`src/rtl/pll_reconfig.sv`:
```
// MMCM dynamic reconfiguration controller. It rewrites the CLKFBOUT and CLKOUTn
// counters through the DRP, sequences the MMCM reset and filters the raw LOCKED.
module pll_reconfig #(
    parameter int NUM_OUTPUTS        = 4,
    parameter int RST_HOLD_CYCLES    = 8,
    parameter int LOCK_STABLE_CYCLES = 16,
    parameter int LOCK_TIMEOUT       = 65535
) (
    input  logic                     refclk,
    input  logic                     rst,
    input  logic                     cfg_valid,
    output logic                     cfg_ready,
    input  logic [6:0]               cfg_mult,
    input  logic [8*NUM_OUTPUTS-1:0] cfg_divide,
    output logic [6:0]               drp_addr,
    output logic [15:0]              drp_di,
    input  logic [15:0]              drp_do,
    output logic                     drp_den,
    output logic                     drp_dwe,
    input  logic                     drp_drdy,
    output logic                     mmcm_rst,
    input  logic                     mmcm_locked,
    output logic                     locked,
    output logic                     busy,
    output logic                     cfg_error
);
    localparam int NUM_OPS     = 2 * (NUM_OUTPUTS + 1);
    localparam int OP_W        = $clog2(NUM_OPS);
    localparam int DRP_TIMEOUT = 255;
    localparam int TMR_MAX     = (LOCK_TIMEOUT > RST_HOLD_CYCLES) ? LOCK_TIMEOUT : RST_HOLD_CYCLES;
    localparam int TMR_W       = $clog2((TMR_MAX > 256) ? TMR_MAX : 256);
    localparam int LCK_W       = $clog2(LOCK_STABLE_CYCLES + 1);

    typedef enum logic [2:0] {
        RESET_HOLD, WAIT_LOCK, IDLE, READ, WAIT_READ, WRITE, WAIT_WRITE, ERROR
    } state_t;

    state_t                   state, next_state;
    logic [TMR_W-1:0]         tmr;
    logic [OP_W-1:0]          op;
    logic [2:0]               chan;
    logic [6:0]               mult_q;
    logic [8*NUM_OUTPUTS-1:0] div_q;
    logic [15:0]              wr_q;
    logic                     mmcm_rst_q;
    logic                     cfg_error_q;
    logic                     cfg_legal;
    logic                     xfer;
    logic [7:0]               d_val;
    logic [5:0]               hi_enc, lo_enc;
    logic [15:0]              wr_data;
    logic [LCK_W-1:0]         lock_cnt, lock_cnt_next;
    logic                     lock_next;
    logic                     unused_drp_bits;

    // Channel 0 is CLKFBOUT; channel n+1 is CLKOUTn. REG2 sits at base + 1.
    function automatic logic [6:0] reg1_addr(input logic [2:0] ch);
        case (ch)
            3'd0:    return 7'h14;
            3'd1:    return 7'h08;
            3'd2:    return 7'h0A;
            3'd3:    return 7'h0C;
            3'd4:    return 7'h0E;
            3'd5:    return 7'h10;
            3'd6:    return 7'h06;
            default: return 7'h12;
        endcase
    endfunction

    assign xfer            = cfg_valid && (state == IDLE);
    assign chan            = 3'(op >> 1);
    assign unused_drp_bits = ^drp_do[7:6];

    always_comb begin
        cfg_legal = (cfg_mult >= 7'd2) && (cfg_mult <= 7'd64);
        for (int i = 0; i < NUM_OUTPUTS; i++) begin
            if (cfg_divide[8*i +: 8] == 8'd0 || cfg_divide[8*i +: 8] > 8'd128)
                cfg_legal = 1'b0;
        end
    end

    always_comb begin
        d_val = {1'b0, mult_q};
        for (int i = 0; i < NUM_OUTPUTS; i++) begin
            if (chan == 3'(i + 1))
                d_val = div_q[8*i +: 8];
        end
    end

    // A count of 64 wraps to 0 in the 6-bit fields, which the MMCM reads as 64.
    assign hi_enc  = d_val[6:1];
    assign lo_enc  = 6'(d_val - {1'b0, d_val[7:1]});
    assign wr_data = op[0] ? {drp_do[15:8], d_val[0], (d_val == 8'd1), drp_do[5:0]}
                           : {drp_do[15:12], hi_enc, lo_enc};

    // Lock filter: consecutive-high counter, cleared by a low sample or MMCM reset.
    always_comb begin
        if (mmcm_rst_q || !mmcm_locked)
            lock_cnt_next = '0;
        else if (lock_cnt != LCK_W'(LOCK_STABLE_CYCLES))
            lock_cnt_next = lock_cnt + 1'b1;
        else
            lock_cnt_next = lock_cnt;
    end
    assign lock_next = (lock_cnt_next == LCK_W'(LOCK_STABLE_CYCLES));

    always_ff @(posedge refclk or posedge rst) begin
        if (rst) state <= RESET_HOLD;
        else     state <= next_state;
    end

    // NOTE: always_comb assigns every output a default first so no path can infer a latch.
    always_comb begin
        next_state = state;
        case (state)
            RESET_HOLD: if (tmr == TMR_W'(RST_HOLD_CYCLES - 1)) next_state = WAIT_LOCK;
            WAIT_LOCK: begin
                if (lock_next)                              next_state = IDLE;
                else if (tmr == TMR_W'(LOCK_TIMEOUT - 1))   next_state = ERROR;
            end
            IDLE:       if (xfer && cfg_legal) next_state = READ;
            READ:       next_state = WAIT_READ;
            WAIT_READ: begin
                if (drp_drdy)                               next_state = WRITE;
                else if (tmr == TMR_W'(DRP_TIMEOUT - 1))    next_state = ERROR;
            end
            WRITE:      next_state = WAIT_WRITE;
            WAIT_WRITE: begin
                if (drp_drdy)
                    next_state = (op == OP_W'(NUM_OPS - 1)) ? RESET_HOLD : READ;
                else if (tmr == TMR_W'(DRP_TIMEOUT - 1))
                    next_state = ERROR;
            end
            ERROR:      next_state = IDLE;
            default:    next_state = IDLE;
        endcase
    end

    // NOTE: sequential state uses non-blocking assignments so every flop samples pre-edge values.
    always_ff @(posedge refclk or posedge rst) begin
        if (rst) begin
            tmr         <= '0;
            op          <= '0;
            mult_q      <= '0;
            div_q       <= '0;
            wr_q        <= '0;
            mmcm_rst_q  <= 1'b1;
            cfg_error_q <= 1'b0;
            lock_cnt    <= '0;
        end else begin
            lock_cnt <= lock_cnt_next;
            tmr      <= (state != next_state) ? '0 : tmr + 1'b1;
            case (state)
                IDLE: if (xfer) begin
                    mult_q      <= cfg_mult;
                    div_q       <= cfg_divide;
                    op          <= '0;
                    cfg_error_q <= !cfg_legal;
                    mmcm_rst_q  <= cfg_legal;
                end
                WAIT_READ:  if (drp_drdy) wr_q <= wr_data;
                WAIT_WRITE: if (drp_drdy) op <= op + 1'b1;
                RESET_HOLD: if (next_state == WAIT_LOCK) mmcm_rst_q <= 1'b0;
                default: ;
            endcase
            if (next_state == ERROR) begin
                mmcm_rst_q  <= 1'b0;
                cfg_error_q <= 1'b1;
            end
        end
    end

    assign cfg_ready = (state == IDLE);
    assign drp_den   = (state == READ) || (state == WRITE);
    assign drp_dwe   = (state == WRITE);
    assign drp_addr  = drp_den ? (reg1_addr(chan) | {6'd0, op[0]}) : 7'd0;
    assign drp_di    = drp_dwe ? wr_q : 16'd0;
    assign busy      = !((state == IDLE) || (state == ERROR));
    assign mmcm_rst  = mmcm_rst_q;
    assign cfg_error = cfg_error_q;
    assign locked    = (lock_cnt == LCK_W'(LOCK_STABLE_CYCLES)) && mmcm_locked && !mmcm_rst_q;

endmodule

```
`config.mk`:
```
export PLATFORM = sky130hd
export DESIGN_NAME = pll_reconfig
export DESIGN_NICKNAME = d
export VERILOG_FILES = /design/src/rtl/pll_reconfig.sv
export SDC_FILE = /design/constraint.sdc
export NUM_CORES = 1
export LEC_CHECK = 0
export ABC_AREA = 1
export CORE_UTILIZATION = 45
export DETAILED_ROUTE_END_ITERATION = 8
export GPL_ROUTABILITY_DRIVEN = 0
export PLACE_DENSITY = 0.8
export SETUP_SLACK_MARGIN = 0.15
export SLEW_MARGIN = 0
export SYNTH_ARGS = -nofsm -noshare
export SYNTH_HDL_FRONTEND = slang
export SYNTH_SLANG_ARGS = --single-unit
```
`constraint.sdc`:
```
create_clock -name refclk -period 3.9 [get_ports refclk]
set_input_delay 0.975 -clock refclk [delete_from_list [all_inputs] [get_ports refclk]]
set_output_delay 0.975 -clock refclk [all_outputs]
set_load 0.03 [all_outputs]
```
==> impl_metrics.yaml <==
worst_setup_path:
  path_class: "in -> out"
  r2r_cells: 22
  critPathCaptureType: "output pin"
  critical_path_arrival_ns: 2.49
  r2r_start: "op[1]"
  critPathMaxFanout: 6
  cp-start-kind: "input pin"
  timing.rr.end: "wr_q[5]"
  regToRegSetupSlack_ns: 0.81
  crit_required_ns: 2.92
sta:
  setup_viol: 0
  tightestPinTransition_ns: 0.7719
  finalSetupTns_ns: 0
  fin_crit_ns: 3.465
  rsz0062_at_grt: "false"
  slew_viol_final: 0
  skew_ns: 0.01095
  final_hold_viol_count: 0
  max_slew_margin_pct: 48.48
  max_freq_mhz: 288.6
  min_period_over_period_pct: 88.84
synthesis:
  synth.area.top_cells: "dfrtp_1 (42%), nand2_1 (14%), inv_1 (7.7%), o21ai_0 (5.8%), nor2_1 (5.7%)"
  netlist.area_leader.share_pct: 41.73
  async_flop_share_pct: 100.0
  yosysSeqAreaShare_pct: 42.25
  yosys_warnings: 0
  synthFlopType: "dfrtp_1"
  synth_area_sq_um: 5037
  avgSynthCellArea_sq_um: 7.217
  synth_top_area_cell: "dfrtp_1"
  synth_cells: 698
  ys_types: 40
  synth_edf_count: 0
  synth.ff_latch_count: 85
floorplanning:
  start_util_pct: 46.27
  die_area_sq_um: 11620
  dieWidth_um: 107.8
  core_sq_um: 10890
  num_rows: 38
  die_y_um: 107.8
  num_io_pins: 90
power:
  finalPower_mw: 4.756
  p_per_area_nw_per_um2: 759.1
  p_leak_nw: 2.998
  vdd_drop_max_v: 0.0003397
detailed_routing:
  avgRoutedWirePerCell_um: 12.30
  drtIter0Drc: 271
  vias: 4609
  drcViolationCount: 0
  routed_wl_um: 11380
  firstDrtPassIters: 5
  post_drt_via_cell_ratio: 4.983
  ant_nets: 0
global_route:
  grtUsageMet1_pct: 27.33
  top_usage_layer: "met2"
  track_usage_pct: 20.83
  grt_pass1_wl_um: 18840
  grt_overflow: 0
  antenna_found_initial: 0
  grt_pass1_vias: 4196
  grt_start_max_net_pins: 50
  grt_use_met3_pct: 3.329
  grt_use_met2_pct: 34.20
place:
  placed_area_sq_um: 5998
  dpl.hpwl_um: 8652
  dp.cells: 909
  numPortBuffers: 85
finish:
  num_antenna_cells: 0
  ff_latch_area_sq_um: 2131
  final_area_sq_um: 6265
  multiInputGateArea_sq_um: 2377
  area_delta_synth_final_pct: 24.37
  instances_no_fill: 925
  drive_above_1_share_pct: 7.643
  fin_nets: 855
  nFillCells: 1021
clocking:
  clockBufferDepth: 2
  htree_levels: 3
  cts_tree: "yes"
  cts_made_buffers: 9
  clk_pin_slew_ns: 0.08
  cts.sinks: 85
  clock_latency_ns: 0.36
  clock-root-buffer: "clkbuf_8"
hold_path:
  hold_path.class: "reg -> reg"
  hold_path_startpoint: "tmr[0]"
  hold-path-endpoint: "tmr[0]"
  min_delay_path_depth: 1
run:
  cap_viol_max_count: 0
outcome:
  status: "completed"
## cell families after synthesis
logic type	Yosys count	share of synthesized area [%]
and+or+nand+nor	347	29.83
xor gates and xnor gates	10	1.739
other	1	0.07444
buffers and inverters	133	10.68
DFF	85	42.25
adders and majority gates	15	3.875
AOI/OAI and AO/OA	107	11.55
## state kept, by name, summed over array words and instances (netlist names), 3 cells and up
name,flops
div_q,32
lock_cnt,5
mult_q,7
op,4
state,3
tmr,16
wr_q,16
## worst max-delay path, stage by stage
cell	delay (ns)
clkdlybuf4s50_1	0.45
inv_1	0.06
nor2_4	0.14
inv_1	0.09
nor2_1	0.11
clkdlybuf4s50_1	0.67
## stage by stage
step / util, % / hold slack [ns] / worst slack [ns]
6_report: 57.54 / 0.4638 / 0.4352
3_3_place_gp: 55.09 / 0.4474 / 0.4308
3_5_place_dp: 55.09 / 0.4544 / 0.4170
4_1_cts: 57.49 / 0.4659 / 0.2257
5_1_grt: 57.54 / 0.4980 / 0.2275
2_1_floorplan: - / 0.4322 / 0.4362
## synthesized netlist by cell type, types with 4 or more instances
| cell | n |
|---|---|
| nor2_2 | 14 |
| ha_1 | 14 |
| nor3_1 | 8 |
| dfrtp_1 | 84 |
| o22ai_1 | 7 |
| clkbuf_1 | 9 |
| nor2_1 | 77 |
| inv_2 | 6 |
| o21ai_1 | 4 |
| o211ai_1 | 8 |
| nand2_1 | 184 |
| o21ai_0 | 58 |
| a21oi_1 | 22 |
| buf_4 | 5 |
| xor2_1 | 8 |
| nand4_1 | 7 |
| inv_1 | 104 |
| nand3_1 | 42 |
## layout make-up
type | instances | area share [%]
multi-input cells | 481 | 37.95
clock buffers | 13 | 2.696
repair buffers | 91 | 14.34
well taps | 140 | 2.796
clock inverters | 3 | 1.438
inverters | 112 | 6.771
flip-flops and latches | 85 | 34.01
## worst max-delay path by stage
stage,from,depth (start not counted),end,slack (ns)
after floorplan,state[2],7,drp_addr[3],0.44
after CTS,state[2],7,drp_addr[3],0.23
after detailed placement,mmcm_locked,6,locked,0.42
after global routing,state[2],7,drp_addr[0],0.23
after global placement,mmcm_locked,6,locked,0.43
final,mmcm_locked,6,locked,0.44
## cells in the final DEF (no fill, tap or decap), types with 2 or more instances in the layout
master,instances
bufinv_16,3
o211ai_1,8
nor3_1,8
nor3_4,2
conb_1,2
inv_1,103
buf_4,6
inv_2,6
o21bai_1,2
a31oi_1,3
a21oi_1,22
nand3_2,2
nor2_4,3
nand4_1,7
nor2_2,14
o21ai_0,58
nand2_2,4
or2_2,2
dfrtp_2,2
o22ai_1,7
nand3_1,42
ha_1,14
o21ai_1,4
dfrtp_1,82
nand2_1,183
xnor2_1,2
clkbuf_8,12
clkdlybuf4s50_1,84
xor2_1,8
nor2_1,77
## power breakdown
part           leakage (nW)  internal, mW  total, mW  switching (mW)
registers              1.07          1.22       1.44           0.225
clock network         0.130         0.479      0.782           0.303
logic                  1.79         0.896       2.53            1.63
total                  3.00          2.59       4.76            2.16
## per-layer routing
| metal | vias up | share of wire [%] | routed length, um |
|---|---|---|---|
| li1 | 2355 | - | - |
| met1 | 2101 | 47 | 5385 |
| met2 | 128 | 46 | 5220 |
| met3 | 25 | 4.5 | 512 |
| met4 | 0 | 2.3 | 259 |
| met5 | - | 0 | 0 |
## repair_timing
item | 4_1_cts | 5_1_grt
hold buffers | 0 | 0
setup buffers | 0 | 0
endpoints found under the setup margin | 1 | 4
resized for setup | 2 | 2
(Power assumes the default switching activity.)
